### config.mk
export PLATFORM = sky130hd
export DESIGN_NAME = butterfly_sequencer
export DESIGN_NICKNAME = d
export VERILOG_FILES = /design/src/rtl/butterfly_pkg.sv /design/src/rtl/butterfly_sequencer_press_detect.sv /design/src/rtl/butterfly_sequencer.sv
export SDC_FILE = /design/constraint.sdc
export NUM_CORES = 1
export LEC_CHECK = 0
export BUFFER_PORTS_ARGS = -buffer_cell sky130_fd_sc_hd__buf_4
export CAP_MARGIN = 20
export CORE_MARGIN = 2
export CORE_UTILIZATION = 32
export CTS_BUF_LIST = sky130_fd_sc_hd__clkbuf_4
export CTS_CLUSTER_SIZE = 14
export DETAILED_ROUTE_END_ITERATION = 6
export GPL_TIMING_DRIVEN = 1
export SYNTH_ARGS = -nofsm -noshare
export SYNTH_HDL_FRONTEND = slang
export SYNTH_HIERARCHICAL = 1
export SYNTH_SLANG_ARGS = --single-unit
### constraint.sdc
create_clock -name Clock -period 3.9 [get_ports Clock]
set_input_delay 0.78 -clock Clock [delete_from_list [all_inputs] [get_ports Clock]]
set_output_delay 0.78 -clock Clock [all_outputs]
set_load 0.05 [all_outputs]
### src/rtl/butterfly_pkg.sv
// rtl/butterfly_pkg.sv - shared types and constants for the butterfly operand/result sequencer
package butterfly_pkg;

  typedef enum logic [2:0] {
    ST_LOAD = 3'd0,
    ST_FIRE = 3'd1,
    ST_WAIT = 3'd2,
    ST_SHOW = 3'd3,
    ST_ERR  = 3'd4
  } state_t;

  typedef logic signed [7:0] data_t;

  localparam int         NUM_OPS  = 4;
  localparam logic [1:0] IDX_LAST = 2'(NUM_OPS - 1);
  localparam data_t      ERR_CODE = 8'h80;

endpackage

### src/rtl/butterfly_sequencer_press_detect.sv
// rtl/butterfly_sequencer_press_detect.sv - rising-edge detector for the synchronised push-button
module press_detect (
  input  logic Clock,
  input  logic nReset,
  input  logic ReadyIn,
  output logic press
);

  logic ready_d, ready_q;

  always_comb begin
    ready_d = ReadyIn;
  end

  // Resets high so a button already held through reset never reads as a press.
  always_ff @(posedge Clock or negedge nReset) begin
    if (!nReset) ready_q <= 1'b1;
    else         ready_q <= ready_d;
  end

  assign press = ReadyIn & ~ready_q;

endmodule

### src/rtl/butterfly_sequencer.sv
// rtl/butterfly_sequencer.sv - loads four operands by button, fires the butterfly, steps through results
module butterfly_sequencer
  import butterfly_pkg::*;
#(
  parameter int TIMEOUT_CYCLES = 16
) (
  input  logic              Clock,
  input  logic              nReset,
  input  logic              ReadyIn,
  input  logic signed [7:0] SwData,
  output logic signed [7:0] opAr,
  output logic signed [7:0] opAi,
  output logic signed [7:0] opBr,
  output logic signed [7:0] opBi,
  output logic              bfStart,
  input  logic              bfDone,
  input  logic signed [7:0] resAr,
  input  logic signed [7:0] resAi,
  input  logic signed [7:0] resBr,
  input  logic signed [7:0] resBi,
  output logic signed [7:0] dataOut,
  output logic              busy,
  output logic              done,
  output logic              err
);

  localparam int             CNT_W    = $clog2(TIMEOUT_CYCLES + 1);
  localparam logic [CNT_W-1:0] CNT_LAST = CNT_W'(TIMEOUT_CYCLES - 1);

  state_t                state_d, state_q;
  logic [1:0]            ld_idx_d, ld_idx_q;
  logic [1:0]            rd_idx_d, rd_idx_q;
  logic [CNT_W-1:0]      cnt_d, cnt_q;
  data_t [NUM_OPS-1:0]   opnd_d, opnd_q;
  data_t [NUM_OPS-1:0]   res_d, res_q;
  data_t                 data_out_d, data_out_q;
  logic                  press;

  press_detect u_press_detect (
    .Clock   (Clock),
    .nReset  (nReset),
    .ReadyIn (ReadyIn),
    .press   (press)
  );

  always_comb begin
    state_d    = state_q;
    ld_idx_d   = ld_idx_q;
    rd_idx_d   = rd_idx_q;
    cnt_d      = cnt_q;
    opnd_d     = opnd_q;
    res_d      = res_q;
    data_out_d = data_out_q;
    case (state_q)
      ST_LOAD: begin
        if (press) begin
          opnd_d[ld_idx_q] = SwData;
          data_out_d       = SwData;
          if (ld_idx_q == IDX_LAST) begin
            ld_idx_d = 2'd0;
            state_d  = ST_FIRE;
          end else begin
            ld_idx_d = ld_idx_q + 2'd1;
          end
        end
      end
      ST_FIRE: begin
        cnt_d   = '0;
        state_d = ST_WAIT;
      end
      ST_WAIT: begin
        // A result arriving on the last allowed cycle still beats the timeout.
        if (bfDone) begin
          res_d      = {resBi, resBr, resAi, resAr};
          rd_idx_d   = 2'd0;
          data_out_d = resAr;
          state_d    = ST_SHOW;
        end else if (cnt_q == CNT_LAST) begin
          data_out_d = ERR_CODE;
          state_d    = ST_ERR;
        end else begin
          cnt_d = cnt_q + CNT_W'(1);
        end
      end
      ST_SHOW: begin
        if (press) begin
          if (rd_idx_q == IDX_LAST) begin
            ld_idx_d = 2'd0;
            state_d  = ST_LOAD;
          end else begin
            rd_idx_d   = rd_idx_q + 2'd1;
            data_out_d = res_q[rd_idx_d];
          end
        end
      end
      ST_ERR: begin
        data_out_d = ERR_CODE;
        if (press) begin
          ld_idx_d = 2'd0;
          state_d  = ST_LOAD;
        end
      end
      default: state_d = ST_LOAD;
    endcase
  end

  always_ff @(posedge Clock or negedge nReset) begin
    if (!nReset) begin
      state_q    <= ST_LOAD;
      ld_idx_q   <= 2'd0;
      rd_idx_q   <= 2'd0;
      cnt_q      <= '0;
      opnd_q     <= '0;
      res_q      <= '0;
      data_out_q <= '0;
    end else begin
      state_q    <= state_d;
      ld_idx_q   <= ld_idx_d;
      rd_idx_q   <= rd_idx_d;
      cnt_q      <= cnt_d;
      opnd_q     <= opnd_d;
      res_q      <= res_d;
      data_out_q <= data_out_d;
    end
  end

  assign opAr    = opnd_q[0];
  assign opAi    = opnd_q[1];
  assign opBr    = opnd_q[2];
  assign opBi    = opnd_q[3];
  assign dataOut = data_out_q;
  assign bfStart = (state_q == ST_FIRE);
  assign busy    = (state_q == ST_FIRE) || (state_q == ST_WAIT);
  assign done    = (state_q == ST_SHOW);
  assign err     = (state_q == ST_ERR);

endmodule

==> results of run 1 <==
worst register-to-register path, cell delays in order (launching register included):
cell	delay (ns)
dfrtp_1	0.71
or3b_4	0.46
nor3_1	0.78
or2_2	0.33
o21ai_0	0.12
cell families (layout without fill, tap and decap cells):
logic type / Yosys count / in the layout / synth area share, %
xor+xnor: 2 / 2 / 0.443
fa+ha+maj: 7 / 7 / 2.22
flops: 85 / 85 / 53.8
compound gates: 54 / 54 / 8.17
simple gates: 149 / 149 / 17.8
buf+inv: 32 / 117 / 3.51
mux: 50 / 50 / 14.1
power groups by stage:
stage	sequential (W)	clock, W	combinational (W)
6_report	0.00154	0.000508	0.00223
5_1_grt	0.00159	0.000551	0.00241
4_1_cts	0.00154	0.000517	0.00225
3_5_place_dp	0.00156	0	0.00224
3_3_place_gp	0.00155	0	0.00221
2_1_floorplan	0.00211	0	0.00101
routing by layer:
layer	track usage, %	part of all wire [%]	up-vias
li1	-	-	1462
met1	19.7	43	1520
met2	25.8	51	56
met3	3.69	4.0	15
met4	7.07	1.8	0
met5	0	0	-
state kept, by name, indices dropped and copies added (netlist names):
register	cells
ld_idx_q	2
opAi	8
cnt_q	5
opBr	8
opAr	8
dataOut	8
u_press_detect/ready_q	1
res_q	32
opBi	8
rd_idx_q	2
state_q	3
cell usage in the layout, fill, tap and decap left out, types with 8 or more instances in the layout:
master and count:
nand3b_1 8, inv_1 10, o21ai_0 18, o22ai_1 15
dfrtp_1 84, mux2i_1 15, clkbuf_4 9, mux2_2 33
buf_4 90, nand3_1 9, a21oi_1 11, nand2_1 103
worst paths after layout:
path	slack [ns]	to	depth (start not counted)
max	0.86	bfStart	4
min	0.13	opBi[7]	1
max reg2reg	1.37	dataOut[2]	4
min reg2reg	0.49	res_q[7]	2
max in group asynchronous	3.12	u_press_detect/ready_q	2
min in group Clock	0.40	u_press_detect/ready_q	1
through the flow:
step | instance area, um2 | utilization [%] | total power [W]
after global routing | 4890 | 40.7 | 0.00455
after detailed placement | 4730 | 39.3 | 0.00380
after global placement | 4730 | 39.3 | 0.00375
after CTS | 4860 | 40.5 | 0.00431
after floorplan | 3950 | - | 0.00312
final | 4890 | 40.7 | 0.00428
layout make-up:
type	instances	area [um2]	share of cell area [%]
repair buffers	91	703	14.4
multi-input cells	262	1700	34.8
clock buffers	9	67.6	1.38
inverters	10	37.5	0.768
flip-flops and latches	85	2130	43.5
well taps	147	184	3.76
clock inverters	7	66.3	1.36
==> metrics.md, run 1 <==
| Metric | Value |
|---|---|
| Run status | complete, no violations |
| Syn Std Cell Area | about 4000 um2 |
| RD Place Congestion | 0.812 |
| Chip Height | approximately 120 um |
| Via density | around 5 |
| WL per Instance | between 15 and 20 um |
| DR pass1 iterations | 4 |
| Hpwl dp | approximately 7000 um |
| Max Cap Violations | 0 |
| Hold Buf Count CTS | 0 |
| Power Dens Cells | between 800 and 900 nW/um2 |
| EDFF count, synth | 0 |
| Slew Viols, Final | 0 |
| Fmax achieved | 328 MHz |
| Synth Warn # | 6 |
| Num CTS Buffers | 9 |
| Critical path buffer and inverter count | 3 |
| Final hold vios | 0 |
| Overall global routing resource usage | between 10% and 20% |
| Setup crit start | state_q[0] |
| Worst reg2reg startpoint | state_q[1] |
| Worst EP required | around 3.1 ns |
| HP Class | primary input to async pin |
| Place WS | roughly 1.4 ns |
| Clock group share of total power | about an eighth |
| Core Footprint | between 10000 and 15000 um2 |
| Post-cts sizing count | 0 |
| Setup TNS | 0 ns |
| Clock Latency Late Sink | ~0.47 ns |
| Crit start category | flop |
| CTS root buffer | clkbuf_4 |
| Period Utilization, post-route | roughly four fifths |
| Number of setup violations in the final report | 0 |
| Slowest-stage cell, CP | dfrtp_1 |
| Min Clock Period, post-route | between 3 and 4 ns |
| Area Growth Syn to Fin | 23.6% |
| Top delay family on crit path | flip-flops |
| Sw Pwr | between 0.002 and 0.0025 W |
| Synth area leader | dfrtp_1 |
| DRC Markers | 0 |
| First-pass GRT wire length | between 15000 and 20000 um |
| # port buffers | between 80 and 90 |
| Sw Share | 47.5% |
| Clk sinks | 85 |
| Post-Synthesis Cells | 379 |
| Die area | ~13000 um2 |
| Unique masters post-synth | 49 |
| CTS tree | yes |
| Comb power frac | 52.1% |
| Final #Nets | 510 |
| Pin count of the biggest net entering global routing | between 80 and 90 |
| Dominant cells by area after synthesis | dfrtp_1 (53%), nand2_1 (9.8%), mux2_2 (9.4%), mux2i_1 (3.8%), o22ai_1 (2.4%) |
| Leakage | roughly 2.4 nW |
| Reg power frac | a little over a third |
| Setup Skew | between 0.02 and 0.025 ns |
| Max_slew headroom | between 30% and 40% |
| Most numerous cell in the Yosys netlist | nand2_1 |
| CP Capture Type | output port |
| Synth Area per Inst | approximately 10 um2 |
| I/O pin cnt | 88 |
| Internal power | around 0.0022 W |
| Ys flop type | dfrtp_1 |
| Fill count | approximately 1200 |
| RSZ-0062 raised after global routing | no |
| Antenna Cells | 0 |
| Clock Tree Buf Depth | 2 |
| CTS H-Tree Depth | 3 |
| Antenna violations before repair | 0 |
| Final wirelength | 9800 um |
| CP Class | flop to output port |
| Vias in the first global route | just over 3000 |
| Critical path cell sequence | inv_1 > or3_1 > inv_1 > buf_4 |
| Slew @ Worst Pin | between 1 and 1.5 ns |
| Layout cells sized above 1 | roughly a third |
| Starting Density | around a third |
| DR iter-0 viols | around 120 |
| Register area share after synthesis | around 54% |
| Final ANT Viol Nets | 0 |
| Post-synthesis async set-or-reset flop share | 100% |
| Post-synth top area share | a little over half |
| CP most frequent cell | inv_1 |
| CP peak stage delay | around 0.8 ns |
| CTS clk-pin slew, worst paths | ~0.15 ns |
| Seq cells post-synth | 85 |
| Maximum vdd drop | 0.376 mV |
| Die width | roughly 120 um |
| Fin worst setup slack | 0.856 ns |
| Synth top cells by count | nand2_1 (103), dfrtp_1 (84), mux2_2 (33) |
| Syn_nets | 430 |
| Via count | a little over 3000 |
| Cell Count, Final, Fillers Out | roughly 600 |
| Total gr overflow | 0 |
| Dpl cells | about 590 |
| Total setup buffers inserted after CTS | 0 |
| Rows | 40 |
| Crit path DAT | approximately 2.3 ns |
| Hold slack | roughly 0.13 ns |
| Worst-path maximum fanout | 21 |
Note: power is estimated with default switching activity, not from simulation.
==> run 2: changes to the inputs <==
- ABC_AREA: unset -> 1
- clock period: 3.9 -> 2.55 ns (I/O delays scaled with it)
==> metrics.md, run 2 <==
| Metric | Value |
|---|---|
| Run status | complete, no violations |
| Worst EP required | 2.04 ns (-1.08 ns) |
| Synth top cells by count | nand2_1 (180), dfrtp_1 (84), o21ai_0 (62) |
| Max_slew headroom | 50.0% (+17 points) |
| Final #Nets | 634 (+24%) |
| Die width | 117 um (+1.3%) |
| Pin count of the biggest net entering global routing | 59 (-31%) |
| WL per Instance | 13.7 um (-14%) |
| CTS root buffer | clkbuf_4 |
| RSZ-0062 raised after global routing | no |
| Rows | 41 (+2.5%) |
| Hpwl dp | 7760 um (+8.8%) |
| Post-synthesis async set-or-reset flop share | 100% (unchanged) |
| Most numerous cell in the Yosys netlist | nand2_1 |
| Slew @ Worst Pin | 0.750 ns (-0.253 ns) |
| Seq cells post-synth | 85 (unchanged) |
| Most common cell after layout, fill and taps aside | nand2_1 |
| Die area | 13600 um2 (+2.5%) |
| Max Cap Violations | 0 (unchanged) |
| Hold slack | 0.106 ns (-0.0284 ns) |
| Total gr overflow | 0 (unchanged) |
| Area Growth Syn to Fin | 23.4% |
| Power Dens Cells | 1330 nW/um2 (+52%) |
| Hold Buf Count CTS | 0 (unchanged) |
| DR pass1 iterations | 4 (unchanged) |
| Setup TNS | 0 ns (unchanged) |
| DR iter-0 viols | 277 (+120%) |
| # port buffers | 87 (unchanged) |
| DRC Markers | 0 (unchanged) |
| Leakage | 2.65 nW (+12%) |
| Fmax achieved | about 450 MHz |
| RD Place Congestion | 0.902 (+11%) |
| Via count | 3504 (+15%) |
| I/O pin cnt | 88 (unchanged) |
| Vias in the first global route | 3542 (+15%) |
| CP Capture Type | output port |
| Synth Area in Adders | 2.16% (-0.057 points) |
| Most frequent cells in the layout | nand2_1 (180), buf_4 (93), dfrtp_1 (84) |
| Clock Tree Buf Depth | 2 (unchanged) |
| Reg with most FFs | res_q |
| Dominant cells by area after synthesis | dfrtp_1 (52%), nand2_1 (17%), o21ai_0 (7.6%), inv_1 (5.1%), nand3_1 (5.1%) |
| Post-cts sizing count | 0 (unchanged) |
| Final ANT Viol Nets | 0 (unchanged) |
| Unique masters post-synth | 29 (-41%) |
| Layout cells sized above 1 | 23.1% (-9.0 points) |
| Crit start category | flop |
| Post-Synth XOR/XNOR Area | 0% (-0.44 points) |
| Chip Height | 117 um (+1.3%) |
| Post-Synthesis Cells | 494 (+30%) |
| Mux contribution to synthesized area | 1.94% (-12 points) |
| Synth Warn # | 6 (unchanged) |
| CTS clk-pin slew, worst paths | 0.15 ns (about the same) |
| Antenna violations before repair | 1 (+1) |
| Max FFs per register | 32 (unchanged) |
| Via density | 4.60 (-7.9%) |
| Post-synthesis compound-gate area fraction | 9.38% (+1.2 points) |
| Overall global routing resource usage | 16.6% (+0.89 points) |
| Final wirelength | 10400 um (+6.6%) |
| Syn_nets | 545 (+27%) |
| Largest family of logic cells by synthesized area | simple AND/OR/NAND/NOR gates |
| Period Utilization, post-route | 87.5% |
| HP Class | primary input to async pin |
| Post-synthesis simple-gate area fraction | 26.4% (+8.6 points) |
| Min Clock Period, post-route | about 2.2 ns |
| CTS tree | yes |
| Number of setup violations in the final report | 0 (unchanged) |
| Synth area leader | dfrtp_1 |
| Post-synth top area share | 51.8% (-1.4 points) |
| CTS H-Tree Depth | 3 (unchanged) |
| Final hold vios | 0 (unchanged) |
| Total setup buffers inserted after CTS | 0 (unchanged) |
| Setup Skew | 0.0224 ns (+0.00177 ns) |
| Worst-path maximum fanout | 13 (-38%) |
| Maximum vdd drop | 0.481 mV (+28%) |
| CP Class | flop to output port |
| EDFF count, synth | 0 (unchanged) |
| Ys flop type | dfrtp_1 |
| Crit path DAT | 1.72 ns (-0.54 ns) |
| Synth Area per Inst | 8.21 um2 (-21%) |
| Fill count | 1330 (+9.8%) |
| Num CTS Buffers | 9 (unchanged) |
| First-pass GRT wire length | 17400 um (+9.6%) |
| Core Footprint | 12500 um2 (+4.2%) |
| Clk sinks | 85 (unchanged) |
| Register area share after synthesis | 52.5% (-1.4 points) |
| Clock Latency Late Sink | 0.45 ns (-0.02 ns) |
| Syn Std Cell Area | 4060 um2 (+2.6%) |
| Slew Viols, Final | 0 (unchanged) |
| Starting Density | 32.4% (-0.50 points) |
## run 2: report_power, final
part / internal [W] / total, W / switching (W)
Sequential: 0.00193 / 0.00227 / 0.000346
Clock: 0.000212 / 0.000721 / 0.000509
Combinational: 0.00110 / 0.00367 / 0.00257
## run 2: per-stage QoR
| stage | worst slack (ns) | instance area [um2] | util (%) | cells | power (W) |
|---|---|---|---|---|---|
| after floorplan | 0.642 | 4060 | - | 494 | 0.00492 |
| after global placement | 0.663 | 4880 | 39.0 | 744 | 0.00591 |
| after detailed placement | 0.568 | 4880 | 39.0 | 744 | 0.00599 |
| after CTS | 0.282 | 5000 | 40.0 | 760 | 0.00672 |
| after global routing | 0.176 | 5000 | 40.0 | 761 | 0.00723 |
| final | 0.319 | 5000 | 40.0 | 761 | 0.00667 |
## run 2: layer usage
layer  vias to the layer above  global-route usage (%)  wire, um
li1                       1742                       -         -
met5                         -                       0         0
met2                        79                    26.4      4920
met4                         0                    5.25       205
met3                        14                    4.31       467
met1                      1669                    22.2      4850
## run 2: path summary, 6_finish.rpt
path                       slack [ns]  depth (start not counted)         from                     end
hold / removal                   0.11                          1       nReset               res_q[22]
setup reg to reg                 0.52                          8  rd_idx_q[0]              dataOut[5]
hold reg to reg                  0.51                          2   dataOut[5]              dataOut[5]
min in group Clock               0.17                          1      ReadyIn  u_press_detect/ready_q
setup / recovery                 0.32                          4   state_q[2]                    busy
max in group asynchronous        1.75                          2       nReset                 opAr[0]
## run 2: worst max-delay path: stages, from the launching register on
cell,delay [ns]
dfrtp_1,0.50
nor2_2,0.19
nand2_2,0.22
nand2_1,0.16
buf_4,0.20
## run 2: layout make-up
type | instances | area (um2) | share of cell area (%)
tap | 172 | 215 | 4.30
multi-input combinational | 335 | 1620 | 32.3
timing repair buffer | 93 | 698 | 14.0
clock inverter | 7 | 55.1 | 1.10
inverter | 59 | 221 | 4.42
clock buffer | 9 | 67.6 | 1.35
sequential | 85 | 2130 | 42.5
antenna | 1 | 2.50 | 0.0500
## run 2: kinds of logic after synthesis
kind of cell / Yosys count
AND/OR/NAND/NOR: 250
flip-flops: 85
buffers and inverters: 74
AO/OA/AOI/OAI: 71
multiplexers: 7
adder cells (fa/ha/maj): 7
